File: config.mk
export PLATFORM = sky130hd
export DESIGN_NAME = fifo_rd_drain_ctrl
export DESIGN_NICKNAME = d
export VERILOG_FILES = /design/src/rtl/fifo_rd_drain_ctrl_pkg.sv /design/src/rtl/fifo_rd_skid_buf.sv /design/src/rtl/fifo_rd_drain_ctrl.sv
export SDC_FILE = /design/constraint.sdc
export NUM_CORES = 1
export LEC_CHECK = 0
export BUFFER_PORTS_ARGS = -buffer_cell sky130_fd_sc_hd__buf_2
export CORE_ASPECT_RATIO = 0.5
export CORE_MARGIN = 4
export CORE_UTILIZATION = 44
export DETAILED_ROUTE_END_ITERATION = 12
export HOLD_SLACK_MARGIN = 0.03
export PLACE_DENSITY = 0.73
export SLEW_MARGIN = 20
export SYNTH_ARGS = -nofsm -noshare
export SYNTH_HDL_FRONTEND = slang
export SYNTH_SLANG_ARGS = --single-unit
File: constraint.sdc
create_clock -name rd_clk -period 3.2 [get_ports rd_clk]
set_input_delay 0.64 -clock rd_clk [delete_from_list [all_inputs] [get_ports rd_clk]]
set_output_delay 0.64 -clock rd_clk [all_outputs]
set_load 0.05 [all_outputs]
File: src/rtl/fifo_rd_drain_ctrl_pkg.sv
// Shared definitions for the FIFO read-drain controller: FSM encoding and
// elaboration-time parameter legality helpers.
package fifo_rd_drain_ctrl_pkg;

  typedef enum logic [1:0] {
    IDLE       = 2'd0,
    RUN        = 2'd1,
    FLUSH_WAIT = 2'd2,
    FLUSH_DROP = 2'd3
  } state_t;

  localparam int RD_LAT_MIN  = 1;
  localparam int RD_LAT_MAX  = 2;
  // The skid buffer must absorb every read already in flight plus the head word.
  localparam int SKID_MARGIN = 1;

  function automatic bit rd_lat_ok(input int lat);
    return (lat >= RD_LAT_MIN) && (lat <= RD_LAT_MAX);
  endfunction

  function automatic bit skid_depth_ok(input int depth, input int lat);
    return depth >= (lat + SKID_MARGIN);
  endfunction

endpackage

File: src/rtl/fifo_rd_skid_buf.sv
// Circular register-array skid buffer with wrap-around pointers, occupancy
// count and a one-cycle clear; head word is read combinationally.
module fifo_rd_skid_buf
#(
  parameter int DAT_WIDTH  = 32,
  parameter int SKID_DEPTH = 3,
  parameter int OCC_W      = $clog2(SKID_DEPTH + 1)
) (
  input  logic                 rd_clk,
  input  logic                 rd_reset,
  input  logic                 push,
  input  logic [DAT_WIDTH-1:0] push_data,
  input  logic                 pop,
  input  logic                 clear,
  output logic [OCC_W-1:0]     occ,
  output logic [DAT_WIDTH-1:0] head
);

  localparam int PTR_W = (SKID_DEPTH > 1) ? $clog2(SKID_DEPTH) : 1;
  localparam logic [PTR_W-1:0] LAST_PTR = PTR_W'(SKID_DEPTH - 1);

  logic [DAT_WIDTH-1:0] mem [SKID_DEPTH];
  logic [PTR_W-1:0]     wr_ptr_reg;
  logic [PTR_W-1:0]     rd_ptr_reg;
  logic [OCC_W-1:0]     occ_reg;

  function automatic logic [PTR_W-1:0] ptr_inc(input logic [PTR_W-1:0] p);
    return (p == LAST_PTR) ? '0 : p + PTR_W'(1);
  endfunction

  always_ff @(posedge rd_clk) begin
    if (push) begin
      mem[wr_ptr_reg] <= push_data;
    end
  end

  always_ff @(posedge rd_clk or posedge rd_reset) begin
    if (rd_reset) begin
      wr_ptr_reg <= '0;
      rd_ptr_reg <= '0;
      occ_reg    <= '0;
    end else if (clear) begin
      wr_ptr_reg <= '0;
      rd_ptr_reg <= '0;
      occ_reg    <= '0;
    end else begin
      if (push) wr_ptr_reg <= ptr_inc(wr_ptr_reg);
      if (pop)  rd_ptr_reg <= ptr_inc(rd_ptr_reg);
      case ({push, pop})
        2'b10:   occ_reg <= occ_reg + OCC_W'(1);
        2'b01:   occ_reg <= occ_reg - OCC_W'(1);
        default: occ_reg <= occ_reg;
      endcase
    end
  end

  assign occ  = occ_reg;
  assign head = mem[rd_ptr_reg];

endmodule

File: src/rtl/fifo_rd_drain_ctrl.sv
// Read-side drain controller: credit-limited rd_op issue, in-flight tracking
// for the RAM read latency, skid capture, valid/ready output and flush FSM.
module fifo_rd_drain_ctrl
  import fifo_rd_drain_ctrl_pkg::*;
#(
  parameter int DAT_WIDTH  = 32,
  parameter int RD_LAT     = 1,
  parameter int SKID_DEPTH = RD_LAT + 2,
  parameter int CNT_WIDTH  = 16
) (
  input  logic                 rd_clk,
  input  logic                 rd_reset,
  input  logic                 enable,
  input  logic                 flush_req,
  output logic                 flush_done,
  input  logic                 rd_empty,
  output logic                 rd_op,
  input  logic [DAT_WIDTH-1:0] rd_data,
  output logic                 out_valid,
  input  logic                 out_ready,
  output logic [DAT_WIDTH-1:0] out_data,
  output logic                 busy,
  output logic [CNT_WIDTH-1:0] word_cnt
);

  localparam int SKID_OCC_W = $clog2(SKID_DEPTH + 1);
  localparam int OCC_W      = $clog2(SKID_DEPTH + RD_LAT + 1);

  if (!rd_lat_ok(RD_LAT)) begin : g_bad_rd_lat
    $error("fifo_rd_drain_ctrl: RD_LAT must be 1 or 2");
  end
  if (!skid_depth_ok(SKID_DEPTH, RD_LAT)) begin : g_bad_skid_depth
    $error("fifo_rd_drain_ctrl: SKID_DEPTH must be at least RD_LAT+1");
  end

  state_t                state_reg;
  logic [RD_LAT-1:0]     inflight_reg;
  logic [CNT_WIDTH-1:0]  word_cnt_reg;
  logic [SKID_OCC_W-1:0] skid_occ;
  logic [DAT_WIDTH-1:0]  skid_head;
  logic [OCC_W-1:0]      inflight_cnt;
  logic [OCC_W-1:0]      occ;
  logic                  credit;
  logic                  land;
  logic                  pop;
  logic                  clear;

  always_comb begin
    inflight_cnt = '0;
    for (int i = 0; i < RD_LAT; i++) begin
      inflight_cnt = inflight_cnt + OCC_W'(inflight_reg[i]);
    end
  end

  assign occ    = OCC_W'(skid_occ) + inflight_cnt;
  assign credit = occ < OCC_W'(SKID_DEPTH);
  // A flush request wins in its own cycle so nothing new is pulled once it arrives.
  assign rd_op  = (state_reg == RUN) & ~flush_req & ~rd_empty & credit;
  assign land   = inflight_reg[RD_LAT-1];
  assign clear  = (state_reg == FLUSH_DROP);

  assign out_valid  = (skid_occ != '0);
  assign out_data   = out_valid ? skid_head : '0;
  assign pop        = out_valid & out_ready;
  assign busy       = (occ != '0);
  assign flush_done = clear;
  assign word_cnt   = word_cnt_reg;

  always_ff @(posedge rd_clk or posedge rd_reset) begin
    if (rd_reset) begin
      state_reg    <= IDLE;
      inflight_reg <= '0;
      word_cnt_reg <= '0;
    end else begin
      inflight_reg <= (inflight_reg << 1) | RD_LAT'(rd_op);
      if (pop && (word_cnt_reg != '1)) begin
        word_cnt_reg <= word_cnt_reg + CNT_WIDTH'(1);
      end
      case (state_reg)
        IDLE: begin
          if (flush_req)   state_reg <= FLUSH_WAIT;
          else if (enable) state_reg <= RUN;
        end
        RUN: begin
          if (flush_req)    state_reg <= FLUSH_WAIT;
          else if (!enable) state_reg <= IDLE;
        end
        FLUSH_WAIT: begin
          if (inflight_cnt == '0) state_reg <= FLUSH_DROP;
        end
        FLUSH_DROP: begin
          state_reg <= enable ? RUN : IDLE;
        end
        default: state_reg <= IDLE;
      endcase
    end
  end

  fifo_rd_skid_buf #(
    .DAT_WIDTH  (DAT_WIDTH),
    .SKID_DEPTH (SKID_DEPTH),
    .OCC_W      (SKID_OCC_W)
  ) u_skid (
    .rd_clk    (rd_clk),
    .rd_reset  (rd_reset),
    .push      (land),
    .push_data (rd_data),
    .pop       (pop),
    .clear     (clear),
    .occ       (skid_occ),
    .head      (skid_head)
  );

endmodule
==> results.sh, run 1 <==
export IMPL_antenna_found_initial=0
export IMPL_clk_latency_ns=0.40
export IMPL_synth_edf_count=96
export IMPL_grtUsageTotal_pct=15.5
export IMPL_cts_resized=0
export IMPL_io_buffers=89
export IMPL_clock_path_buffers=2
export IMPL_synth_nets=408
export IMPL_wire_per_inst_um=15.9
export IMPL_seq_area_frac_synth_pct=69.7
export IMPL_setup_tns_ns=0
export IMPL_final_core_util_pct=56.7
export IMPL_core_region_area_sq_um=11100
export IMPL_largest_reg_flops=96
export IMPL_drt_vias_per_instance=5.03
export IMPL_die_w_um=159
export IMPL_slew_viol_final=0
export IMPL_tightestPinTransition_ns=0.916
export IMPL_rows=27
export IMPL_hold_viol=0
export IMPL_rsz0062_at_grt="false"
export IMPL_cap_violations=0
export IMPL_nets=508
export IMPL_num_antenna_cells=0
export IMPL_yosys_cell_count_top_type="edfxtp_1"
export IMPL_synth_ff_type="edfxtp_1"
export IMPL_finalCritPeriodShare_pct=86.4
export IMPL_yosysWarnings=0
export IMPL_chipHeight_um=83.7
export IMPL_drt_pass1_iterations=4
export IMPL_routabilityCongestion=0.765
export IMPL_finalClockSkew_ns=0.00706
export IMPL_pre_cts_ws_ns=0.845
export IMPL_grt_overflow_total=0
export IMPL_setup_ws_ns=0.435
export IMPL_regArea_sq_um=3510
export IMPL_synthArstFlopShare_pct=20.7
export IMPL_multiInputGateArea_sq_um=1440
export IMPL_synthTopCellsByCount="96 x edfxtp_1, 75 x nor2_1, 39 x a21oi_1"
export IMPL_grt_max_degree=34
export IMPL_syn_inst=367
export IMPL_clock_fmax_ghz=0.362
export IMPL_vias=3144
export IMPL_drc_errors=0
export IMPL_cp_end_kind="output port"
export IMPL_min_path_type="primary input to asynchronous set/reset pin"
export IMPL_syn2layout_area_growth_pct=24.8
export IMPL_yosys_register_bits=121
export IMPL_synth_area_sq_um=5040
export IMPL_required_ns=2.56
export IMPL_path_class="flip-flop to output port"
export IMPL_root_buffer="clkbuf_16"
export IMPL_grt_pass1_wl_um=16100
export IMPL_crit_arrival_ns=2.12
export IMPL_startpoint_type="flip-flop"
export IMPL_setup_violations=0
export IMPL_post_cts_buffers=0
export IMPL_p_per_area_nw_per_um2=895
export IMPL_io_pins=90
export IMPL_grt_pass1_vias=3228
export IMPL_layout_drive_gt1_share_pct=31.3
export IMPL_die_area_sq_um=13300
export IMPL_synth_top_cell_area_share_pct=57.2
export IMPL_hold_buffers=0
export IMPL_path_clk_slew_ns=0.06
export IMPL_detail_route_antenna_nets=0
export IMPL_fillCellCount=915
export IMPL_cts_tree="built"
export IMPL_ir_drop_v=0.000436
export IMPL_synth_area_per_cell_sq_um=13.7
export IMPL_p_leak_nw=2.53
export IMPL_r2r_cells=5
export IMPL_worstPathMaxFanout=20
export IMPL_period_needed_ns=2.76
export IMPL_synth_cell_types=37
export IMPL_numCtsBuffers=17
export IMPL_routed_wl_um=9960
export IMPL_dp_hpwl_um=6400
export IMPL_start_util_pct=45.4
export IMPL_first_iter_violations=170
export IMPL_h_tree_depth=4
export IMPL_cts_sinks=121
export IMPL_status="finished, final reports clean"
export IMPL_synth_area_leader_cell="edfxtp_1"
export IMPL_maxSlewHeadroom_pct=38.6
export IMPL_ys_top_cells_by_area="edfxtp_1 57%, dfrtp_1 12%, mux2i_1 6.6%"
[cells by family (layout without fill, tap and decap cells)]
| logic type | Yosys count | count (layout) | share of synthesized area, % |
|---|---|---|---|
| AOI/OAI and AO/OA | 52 | 52 | 6.44 |
| DFF | 121 | 121 | 69.7 |
| and+or+nand+nor | 116 | 116 | 11.0 |
| adders and majority gates | 3 | 3 | 0.745 |
| muxes | 36 | 36 | 7.30 |
| buffers and inverters | 25 | 138 | 2.43 |
| xor gates and xnor gates | 14 | 14 | 2.43 |
[cell usage in the layout (no fill, tap or decap), types with 3 or more instances in the layout]
| cell type | count |
|---|---|
| a211oi_2 | 5 |
| a21oi_1 | 39 |
| and3_4 | 4 |
| and4_1 | 3 |
| buf_2 | 89 |
| buf_4 | 10 |
| bufinv_16 | 4 |
| clkbuf_1 | 3 |
| clkbuf_16 | 17 |
| clkinv_2 | 3 |
| dfrtp_1 | 23 |
| edfxtp_1 | 96 |
| ha_1 | 3 |
| inv_1 | 6 |
| mux2i_1 | 33 |
| nand2_1 | 11 |
| nand3_1 | 6 |
| nand4_1 | 4 |
| nor2_1 | 73 |
| xnor2_1 | 6 |
| xor2_1 | 8 |
[worst max-delay path, cell delays in order (launching register included)]
cell and delay [ns]:
dfrtp_1 0.47, nor2_2 0.57, buf_4 0.36, nor2_1 0.09, buf_2 0.22
[path summary, 6_finish.rpt]
kind / end / startpoint / slack, ns
worst max-delay path: out_data[24] / u_skid.occ[0] / 0.44
worst min-delay path: u_skid.rd_ptr_reg[1] / rd_reset / 0.32
worst max register to register: word_cnt[1] / word_cnt[0] / 1.47
worst min register to register: word_cnt[5] / word_cnt[5] / 0.48
max in group asynchronous: u_skid.rd_ptr_reg[0] / rd_reset / 2.42
min in group rd_clk: u_skid.mem[2][23] / rd_data[23] / 0.44
[metrics by stage]
stage / total power, W / cell area, sq um / hold WS (ns) / cells
floorplan: 0.00327 / 5050 / 0.471 / 367
global placement: 0.00366 / 5680 / 0.471 / 593
detailed placement: 0.00369 / 5680 / 0.474 / 593
CTS: 0.00567 / 6290 / 0.424 / 625
global route: 0.00589 / 6290 / 0.367 / 625
finish: 0.00563 / 6290 / 0.320 / 625
[layout make-up]
cell class                      count  area share [%]
Tap cell                          145            2.89
Inverter                            7           0.418
Timing Repair Buffer               99            8.28
Clock inverter                     12            2.75
Clock buffer                       20            6.95
Sequential cell                   121            55.9
Multi-Input combinational cell    221            22.9
[metal layers]
metal	GRT usage (%)	up-vias	share of wire (%)
met3	4.83	13	4.1
met2	26.4	64	51
li1	-	1533	-
met4	5.28	0	1.2
met5	0	-	0
met1	18.7	1534	44
[where the power goes]
part / switching, W / total [W] / internal [W]
combinational: 0.00120 / 0.00166 / 0.000464
clock: 0.000669 / 0.00197 / 0.00130
sequential: 0.000168 / 0.00199 / 0.00182
No activity file was read; power rests on OpenSTA's default activity.
==> run 2, diff against run 1 <==
--- a/config.mk
+++ b/config.mk
@@ -9,9 +9,10 @@
 export CORE_ASPECT_RATIO = 0.5
 export CORE_MARGIN = 4
 export CORE_UTILIZATION = 44
+export CTS_CLUSTER_SIZE = 8
 export DETAILED_ROUTE_END_ITERATION = 12
 export HOLD_SLACK_MARGIN = 0.03
-export PLACE_DENSITY = 0.73
+export PLACE_DENSITY = 0.7
 export SLEW_MARGIN = 20
 export SYNTH_ARGS = -nofsm -noshare
 export SYNTH_HDL_FRONTEND = slang
==> constraint.sdc (replaced) <==
create_clock -name rd_clk -period 2.85 [get_ports rd_clk]
set_input_delay 0.57 -clock rd_clk [delete_from_list [all_inputs] [get_ports rd_clk]]
set_output_delay 0.57 -clock rd_clk [all_outputs]
set_load 0.05 [all_outputs]
==> results.sh, run 2 (same netlist as run 1, synthesis figures left out) <==
export IMPL_p_int_w=0.00414
export IMPL_finalClockSkew_ns=0.00838
export IMPL_met1_usage_pct=17.2
export IMPL_path_class="flip-flop to output port"
export IMPL_cp_startpoint="u_skid.occ[0]"
export IMPL_power_switching_w=0.00231
export IMPL_hold_viol=0
export IMPL_hold_buffers=0
export IMPL_cp_end_kind="output port"
export IMPL_setup_tns_ns=0
export IMPL_r2r_cells=5
export IMPL_p_per_area_nw_per_um2=1020
export IMPL_cap_violations=0
export IMPL_path_clk_slew_ns=0.06
export IMPL_grt_busiest_layer="met2"
export IMPL_min_path_type="primary input to asynchronous set/reset pin"
export IMPL_clock_fmax_ghz=0.389
export IMPL_required_ns=2.28
export IMPL_numCtsBuffers=17
export IMPL_use_met3_pct=5.92
export IMPL_dp_hpwl_um=5830
export IMPL_io_pins=90
export IMPL_p_leak_nw=2.53
export IMPL_grtUsageTotal_pct=15.2
export IMPL_grt_util_met2_pct=26.9
export IMPL_detail_route_antenna_nets=0
export IMPL_start_util_pct=45.4
export IMPL_drt_vias_per_instance=4.94
export IMPL_layout_common_cells="96 x edfxtp_1, 89 x buf_2, 73 x nor2_1"
export IMPL_num_antenna_cells=0
export IMPL_syn2layout_area_growth_pct=25.7
export IMPL_cts_tree="built"
export IMPL_slowest_stage="dfrtp_1"
export IMPL_drc_errors=0
export IMPL_mostFrequentLayoutCell="edfxtp_1"
export IMPL_status="finished, final reports clean"
export IMPL_cts_sinks=121
export IMPL_die_w_um=159
export IMPL_tightestPinTransition_ns=0.671
export IMPL_nets=505
export IMPL_grt_pass1_vias=3111
export IMPL_h_tree_depth=4
export IMPL_period_needed_ns=2.57
export IMPL_rows=27
export IMPL_cp_common_cell="ha_1"
export IMPL_fillCellCount=884
export IMPL_antenna_found_initial=0
export IMPL_cpPeakStageDelay_ns=0.47
export IMPL_root_buffer="clkbuf_16"
export IMPL_maxSlewHeadroom_pct=55.2
export IMPL_seqPwrFrac_pct=34.3
export IMPL_layout_drive_gt1_share_pct=31.4
export IMPL_cts_resized=0
export IMPL_ir_drop_v=0.000491
export IMPL_power_share_clock_pct=36.4
export IMPL_crit_arrival_ns=2.00
export IMPL_chipHeight_um=83.7
export IMPL_finalCritPeriodShare_pct=90.2
export IMPL_endpoint="busy"
export IMPL_vias=3072
export IMPL_p_comb_share_pct=29.2
export IMPL_clock_path_buffers=2
export IMPL_die_area_sq_um=13300
export IMPL_multiInputGateArea_sq_um=1440
export IMPL_drt_pass1_iterations=4
export IMPL_r2r_start="word_cnt[0]"
export IMPL_io_buffers=89
export IMPL_routabilityCongestion=0.785
export IMPL_final_core_util_pct=57.1
export IMPL_crit_chain="ha_1, ha_1, or3_1, buf_2"
export IMPL_grt_max_degree=35
export IMPL_startpoint_type="flip-flop"
export IMPL_wire_per_inst_um=15.5
export IMPL_core_region_area_sq_um=11100
export IMPL_switching_share_pct=35.8
export IMPL_regArea_sq_um=3510
export IMPL_largest_reg_flops=96
export IMPL_post_cts_buffers=0
export IMPL_worstPathMaxFanout=7
export IMPL_setup_violations=0
export IMPL_first_iter_violations=168
export IMPL_rsz0062_at_grt="false"
export IMPL_worstReg2RegEnd="word_cnt[1]"
export IMPL_grt_overflow_total=0
export IMPL_routed_wl_um=9660
export IMPL_slew_viol_final=0
export IMPL_clk_latency_ns=0.41
export IMPL_grt_pass1_wl_um=15600
export IMPL_r2r_slack_ns=1.13
## run 2: cell types whose count changed in the layout (fill, tap and decap cells not counted), sizes merged
cell / delta
buf: -3
clkbuf: -2
clkinv: -2
clkinvlp: +2
bufinv: +1
inv: +1
## run 2: through the flow
step	instances	power [W]	cell area, sq um	worst slack, ns	hold WS (ns)
final	622	0.00644	6330	0.278	0.156
after global routing	622	0.00674	6330	0.165	0.178
after CTS	622	0.00650	6330	0.257	0.165
after detailed placement	590	0.00414	5680	0.702	0.479
after global placement	590	0.00412	5680	0.722	0.468
after floorplan	367	0.00368	5050	0.552	0.471
## run 2: worst min path at each step
stage | slack, ns | cells past startpoint | start | end
floorplan | 0.47 | 1 | state_reg[0] | state_reg[1]
global placement | 0.47 | 1 | word_cnt[5] | word_cnt[5]
detailed placement | 0.48 | 1 | word_cnt[5] | word_cnt[5]
CTS | 0.16 | 2 | rd_reset | u_skid.wr_ptr_reg[0]
global route | 0.18 | 2 | rd_reset | u_skid.rd_ptr_reg[0]
finish | 0.16 | 2 | rd_reset | state_reg[1]
## run 2: power by group through the flow
stage	Sequential, W	Clock (W)	Combinational (W)
2_1_floorplan	0.00228	0	0.00140
3_5_place_dp	0.00225	0	0.00189
4_1_cts	0.00221	0.00238	0.00191
3_3_place_gp	0.00224	0	0.00188
5_1_grt	0.00223	0.00248	0.00203
6_report	0.00221	0.00235	0.00188
## run 2: critical path: cells and delay by family, from the launching register on
kind / cells / cell delay, ns
flops: 1 / 0.47
fa+ha+maj: 2 / 0.50
buf+inv: 1 / 0.23
simple gates: 1 / 0.40
## run 2: final cells by class
cell class	instances	share of cell area, %
Sequential cell	121	55.5
Multi-Input combinational cell	221	22.7
Timing Repair Buffer	96	8.26
Clock buffer	18	6.78
Clock inverter	14	3.50
Tap cell	145	2.87
Inverter	7	0.415
## run 2: routing by layer
metal | vias to the layer above | part of all wire (%)
li1 | 1537 | -
met5 | - | 0
met2 | 63 | 51
met1 | 1467 | 44
met3 | 5 | 4.4
met4 | 0 | 0.75
